### src/rtl/tone_voice_bank.sv
// tone_voice_bank
//   Multi-channel square-wave tone generator. Each of CHANNELS voices decodes
//   a 3-bit note code plus a 2-bit octave up-shift into a half-period (in clk
//   cycles, tuned for 12 MHz). The voice then produces a square wave that
//   starts and stops only on waveform boundaries, so every high pulse is
//   exactly half_q cycles long.
//
//   Optional feature macro: TONE_BANK_MIX_EN
//     defined   : mix_out = registered popcount of wave_out (1-cycle latency)
//     undefined : mix_out is tied to 0
//
// Ports
//   clk      in   1            system clock
//   rst      in   1            synchronous active-high reset
//   note     in   3*CHANNELS   note code, channel i at [3i+2:3i]
//   octave   in   2*CHANNELS   octave up-shift, channel i at [2i+1:2i]
//   gate     in   CHANNELS     per-channel key-on level
//   wave_out out  CHANNELS     per-channel square wave
//   active   out  CHANNELS     channel is in RUN or RELEASE
//   mix_out  out  clog2(CHANNELS+1)  count of high waves, previous cycle
//
// Handshake: there is no valid/ready pair; gate is a level sampled every
// clock, and wave_out/active/mix_out are valid every cycle after reset.
module tone_voice_bank #(
   parameter int CHANNELS = 4,
   parameter int CNT_W    = 16
) (
   input  logic                              clk,
   input  logic                              rst,
   input  logic [3*CHANNELS-1:0]             note,
   input  logic [2*CHANNELS-1:0]             octave,
   input  logic [CHANNELS-1:0]               gate,
   output logic [CHANNELS-1:0]               wave_out,
   output logic [CHANNELS-1:0]               active,
   output logic [$clog2(CHANNELS+1)-1:0]     mix_out
);

   localparam int MIX_W = $clog2(CHANNELS+1);

   typedef enum logic [1:0] {
      IDLE    = 2'd0,
      RUN     = 2'd1,
      RELEASE = 2'd2
   } state_t;

   function automatic logic [CNT_W-1:0] decode(input logic [2:0] n,
                                               input logic [1:0] o);
      logic [CNT_W-1:0] base;
      case (n)
         3'b000:  base = CNT_W'(22940); // C4
         3'b001:  base = CNT_W'(20434); // D4
         3'b011:  base = CNT_W'(18204); // E4
         3'b100:  base = CNT_W'(17190); // F4
         3'b110:  base = CNT_W'(15306); // G4
         3'b101:  base = CNT_W'(13636); // A4
         3'b010:  base = CNT_W'(12148); // B4
         default: base = CNT_W'(11471); // C5 (3'b111)
      endcase
      return base >> o;
   endfunction

   for (genvar i = 0; i < CHANNELS; i++) begin : g_ch
      state_t           state, state_n;
      logic [CNT_W-1:0] cnt, cnt_n;
      logic [CNT_W-1:0] half_q, half_n;
      logic             wave, wave_n;
      logic [CNT_W-1:0] half_dec;
      logic             at_end;

      assign half_dec = decode(note[3*i +: 3], octave[2*i +: 2]);
      assign at_end   = (cnt == half_q - CNT_W'(1));

      always_ff @(posedge clk) begin
         if (rst) begin
            state  <= IDLE;
            cnt    <= '0;
            half_q <= '0;
            wave   <= 1'b0;
         end else begin
            state  <= state_n;
            cnt    <= cnt_n;
            half_q <= half_n;
            wave   <= wave_n;
         end
      end

      always_comb begin
         state_n = state;
         cnt_n   = cnt;
         half_n  = half_q;
         wave_n  = wave;
         case (state)
            IDLE: begin
               cnt_n  = '0;
               wave_n = 1'b0;
               if (gate[i]) begin
                  state_n = RUN;
                  wave_n  = 1'b1;
                  half_n  = half_dec;
               end
            end
            RUN, RELEASE: begin
               if (gate[i]) begin
                  // Re-gating out of RELEASE simply resumes RUN counting, so
                  // the waveform carries on without a hiccup.
                  state_n = RUN;
                  if (at_end) begin
                     cnt_n  = '0;
                     wave_n = ~wave;
                     // Pitch is only picked up at a rising edge (period start).
                     if (!wave) half_n = half_dec;
                  end else begin
                     cnt_n = cnt + CNT_W'(1);
                  end
               end else if (!wave) begin
                  // Key-off during the low phase: stop right away.
                  state_n = IDLE;
                  cnt_n   = '0;
               end else if (at_end) begin
                  // High phase of the released note completes.
                  state_n = IDLE;
                  wave_n  = 1'b0;
                  cnt_n   = '0;
               end else begin
                  state_n = RELEASE;
                  cnt_n   = cnt + CNT_W'(1);
               end
            end
            default: begin
               state_n = IDLE;
               cnt_n   = '0;
               wave_n  = 1'b0;
            end
         endcase
      end

      assign wave_out[i] = wave;
      assign active[i]   = (state != IDLE);
   end

`ifdef TONE_BANK_MIX_EN
   logic [MIX_W-1:0] pop;
   logic [MIX_W-1:0] mix_q;

   always_comb begin
      pop = '0;
      for (int k = 0; k < CHANNELS; k++) pop = pop + MIX_W'(wave_out[k]);
   end

   always_ff @(posedge clk) begin
      if (rst) mix_q <= '0;
      else     mix_q <= pop;
   end

   assign mix_out = mix_q;
`else
   assign mix_out = '0;
`endif

endmodule
### config.mk
export PLATFORM = sky130hd
export DESIGN_NAME = tone_voice_bank
export DESIGN_NICKNAME = d
export VERILOG_FILES = /design/src/rtl/tone_voice_bank.sv
export SDC_FILE = /design/constraint.sdc
export NUM_CORES = 1
export LEC_CHECK = 0
export ABC_AREA = 1
export CORE_MARGIN = 3
export CORE_UTILIZATION = 48
export DETAILED_ROUTE_END_ITERATION = 7
export PLACE_DENSITY = 0.73
export SLEW_MARGIN = 10
export SYNTH_ARGS = -nofsm -noshare
export SYNTH_HDL_FRONTEND = slang
export SYNTH_SLANG_ARGS = --single-unit
### constraint.sdc
create_clock -name clk -period 6.1 [get_ports clk]
set_input_delay 1.83 -clock clk [delete_from_list [all_inputs] [get_ports clk]]
set_output_delay 1.83 -clock clk [all_outputs]
set_load 0.03 [all_outputs]
==> impl_metrics.ini <==
[floorplanning]
die_area_mm2 = 0.0224
core_area_mm2 = 0.0198
boundaryPins = 37
die_x_um = 150
floorplan.rows = 51
floorplan.die.height_um = 150
initial_utilization_pct = 49.9

[cells_and_area]
multi_input_comb_area_mm2 = 0.00621
finalCoreUtilization_pct = 54.8
nets = 1659
area_used_by_sequential_logic_in_the_layout_mm2 = 0.00272
post_route_cells_drive_above_1_share_pct = 5.59
most_common_cell_after_layout_fill_and_taps_aside = sky130_fd_sc_hd__nand2_1
filler_cell_count = 1967
layout.cells.most_common_list = 399 x sky130_fd_sc_hd__nand2_1, 272 x sky130_fd_sc_hd__nor2_1, 183 x sky130_fd_sc_hd__inv_1
final_instance_area_mm2 = 0.0109
area_delta_synth_final_pct = 9.75

[grt]
remaining_global_route_overflow = 0
grt_antenna_before_repair = 1
grt_start_max_net_pins = 32
grt_pass1_vias = 8672
grt_first_pass_wirelength_mm = 37.8
global_route.usage.total_pct = 20.0

[logic_synthesis]
syn-mean-instance-area_um2 = 6.14
async_flop_share_pct = 0
yosys_most_used_dff = sky130_fd_sc_hd__dfxtp_1
synth_enable_flop_cells = 0
syn-cell-area_mm2 = 0.00991
synth_top_area_share_pct = 27.5
ys_seq_area_share_pct = 27.5
synth-warning-count = 0
dominant_cells_by_area_after_synthesis = sky130_fd_sc_hd__dfxtp_1 27%, sky130_fd_sc_hd__nand2_1 15%, sky130_fd_sc_hd__nor2_1 10%
synth.lib_cells_used.distinct = 47
synthCells = 1613
ys_seq_elements = 136
synthDominantAreaCellType = sky130_fd_sc_hd__dfxtp_1

[sta]
final_min_period_over_clock_period_pct = 62.2
hold_viol = 0
setup-tns-final_ns = 0
timing.fmax_mhz = 264
slew_viol_final = 0
worst_clock_skew_ns = 0.00886
relSlewSlack_pct = 32.9
setup_violations_final = 0
rsz0062_at_grt = false
timing.final.crit_period_ns = 3.79
worst_pin_slew_ns = 1.00

[critical_path]
slowest_delay_ns = 0.63
cp_num_cells = 6
worst_setup_path_start_kind = input pin
timing.critical_path.fanout_max = 31
setup.reg_to_reg.worst_slack_ns = 3.45
critPathKind = in2reg
cp_num_buf_inv = 3
critPathSlowestCell = sky130_fd_sc_hd__inv_1
worstPathCellList = clkdlybuf4s50_1 > buf_4 > inv_1 > o211ai_1 > or2_1 > nor3_1
regToRegStartpoint = g_ch[0].half_q[0]$_SDFFE_PP0P_
timing.rr.end = g_ch[0].half_q[8]$_SDFFE_PP0P_
worst_ep_arrival_time_ns = 4.13
worst_path_required_ns = 6.44
crit_path_end_kind = flip-flop
critical-path-top-delay-family = buffers and inverters
worstRegToRegCells = 14
crit_path_start = rst
critPathCapture = g_ch[2].cnt[7]$_SDFF_PP0_

[placed_design]
dp_hpwl_mm = 16.6
finalWeightedCongestion = 0.918
portBuffers = 33
placement.cell_area_mm2 = 0.0103

[cts]
number_of_sinks_on_the_clock_net = 136
path_clk_slew_ns = 0.06
cts_resized = 0
cts_hold_repair.buffers = 0
numCtsBuffers = 17
insertion_delay_ns = 0.42
clock_root_buffer = sky130_fd_sc_hd__clkbuf_16
postCtsSetupRepairBufs = 0
ctsLongestPathBuffers = 2
htreeDepth = 4
cts_tree = yes

[routing]
detail_route.wirelength_mm = 21.9
viasPerCell = 5.05
dr_total_vias = 9563
drt_pre_antenna_iters = 5
wl_per_cell_um = 11.6
drc_errors = 0
drt_first_iter_violations = 553
final_antenna_net_count = 0

[run]
drv.max_cap_violation_count = 0

[outcome]
status = finished clean

[power]
total_leakage_power_nw = 4.75
power_density_mw_per_mm2 = 255
ir_worst_vdd_mv = 0.173

[min_path]
hold_class = reg2reg
[cell families after synthesis]
logic type	share of synthesized area, %
simple gates	40.2
buf+inv	9.96
compound gates	11.4
flops	27.5
xor+xnor	8.31
fa+ha+maj	2.02
mux	0.606
other cells	0.0378
[flip-flops by register name, summed over array words and instances (netlist names)]
name and flops:
g_ch.cnt 64, g_ch.half_q 60, g_ch.wave 4, g_ch.state 8
[worst min path at each step]
stage / from / to / slack, ns / depth (start not counted)
floorplan: g_ch[3].cnt[0]$_SDFF_PP0_ / g_ch[3].cnt[0]$_SDFF_PP0_ / 0.43 / 1
global placement: g_ch[3].cnt[0]$_SDFF_PP0_ / g_ch[3].cnt[0]$_SDFF_PP0_ / 0.45 / 1
detailed placement: g_ch[3].cnt[0]$_SDFF_PP0_ / g_ch[3].cnt[0]$_SDFF_PP0_ / 0.46 / 1
CTS: g_ch[3].cnt[0]$_SDFF_PP0_ / g_ch[3].cnt[0]$_SDFF_PP0_ / 0.47 / 1
global route: g_ch[3].cnt[0]$_SDFF_PP0_ / g_ch[3].cnt[0]$_SDFF_PP0_ / 0.48 / 1
finish: g_ch[0].cnt[0]$_SDFF_PP0_ / g_ch[0].cnt[0]$_SDFF_PP0_ / 0.48 / 1
[final cells by class]
| class | instances | area share [%] |
|---|---|---|
| Multi-Input combinational cell | 1236 | 57.1 |
| Sequential cell | 136 | 25.0 |
| Inverter | 190 | 6.57 |
| Clock buffer | 19 | 4.07 |
| Timing Repair Buffer | 36 | 3.24 |
| Tap cell | 265 | 3.05 |
| Clock inverter | 12 | 0.932 |
| Antenna cell | 1 | 0.0230 |
[metal layers]
layer / track usage (%) / wire (µm) / up-vias
met5: 0 / 0 / -
met2: 34.2 / 10200 / 121
li1: - / - / 5140
met1: 26.2 / 10800 / 4278
met3: 3.24 / 614 / 24
met4: 5.72 / 327 / 0
[where the power goes]
part | switching (W) | internal (W)
combinational | 0.000516 | 0.000292
clock | 0.000398 | 0.000567
sequential | 0.0000595 | 0.000939
total | 0.000973 | 0.00180
[per-stage QoR]
step,power (W),std cells,worst slack [ns],hold slack [ns]
after CTS,0.00279,1894,2.32,0.474
after global routing,0.00295,1895,2.10,0.485
after floorplan,0.00166,1615,2.92,0.430
after detailed placement,0.00181,1863,1.87,0.461
final,0.00277,1895,2.31,0.475
after global placement,0.00180,1863,1.99,0.451
[cell usage after synthesis (all sizes together) (4+ instances only)]
cell type    n
a21oi       75
buf         22
o21ai       95
xnor2       43
o22ai        8
nor2       291
nor4         4
nor3b        8
inv        185
or2          7
xor2        51
mux2i        6
dfxtp      136
a221oi       4
o211ai       5
nand4       21
clkbuf      31
o21bai       7
nand3      111
clkinv       5
ha          16
nor3        37
nand3b      21
nand2      413
(Power assumes the default switching activity.)
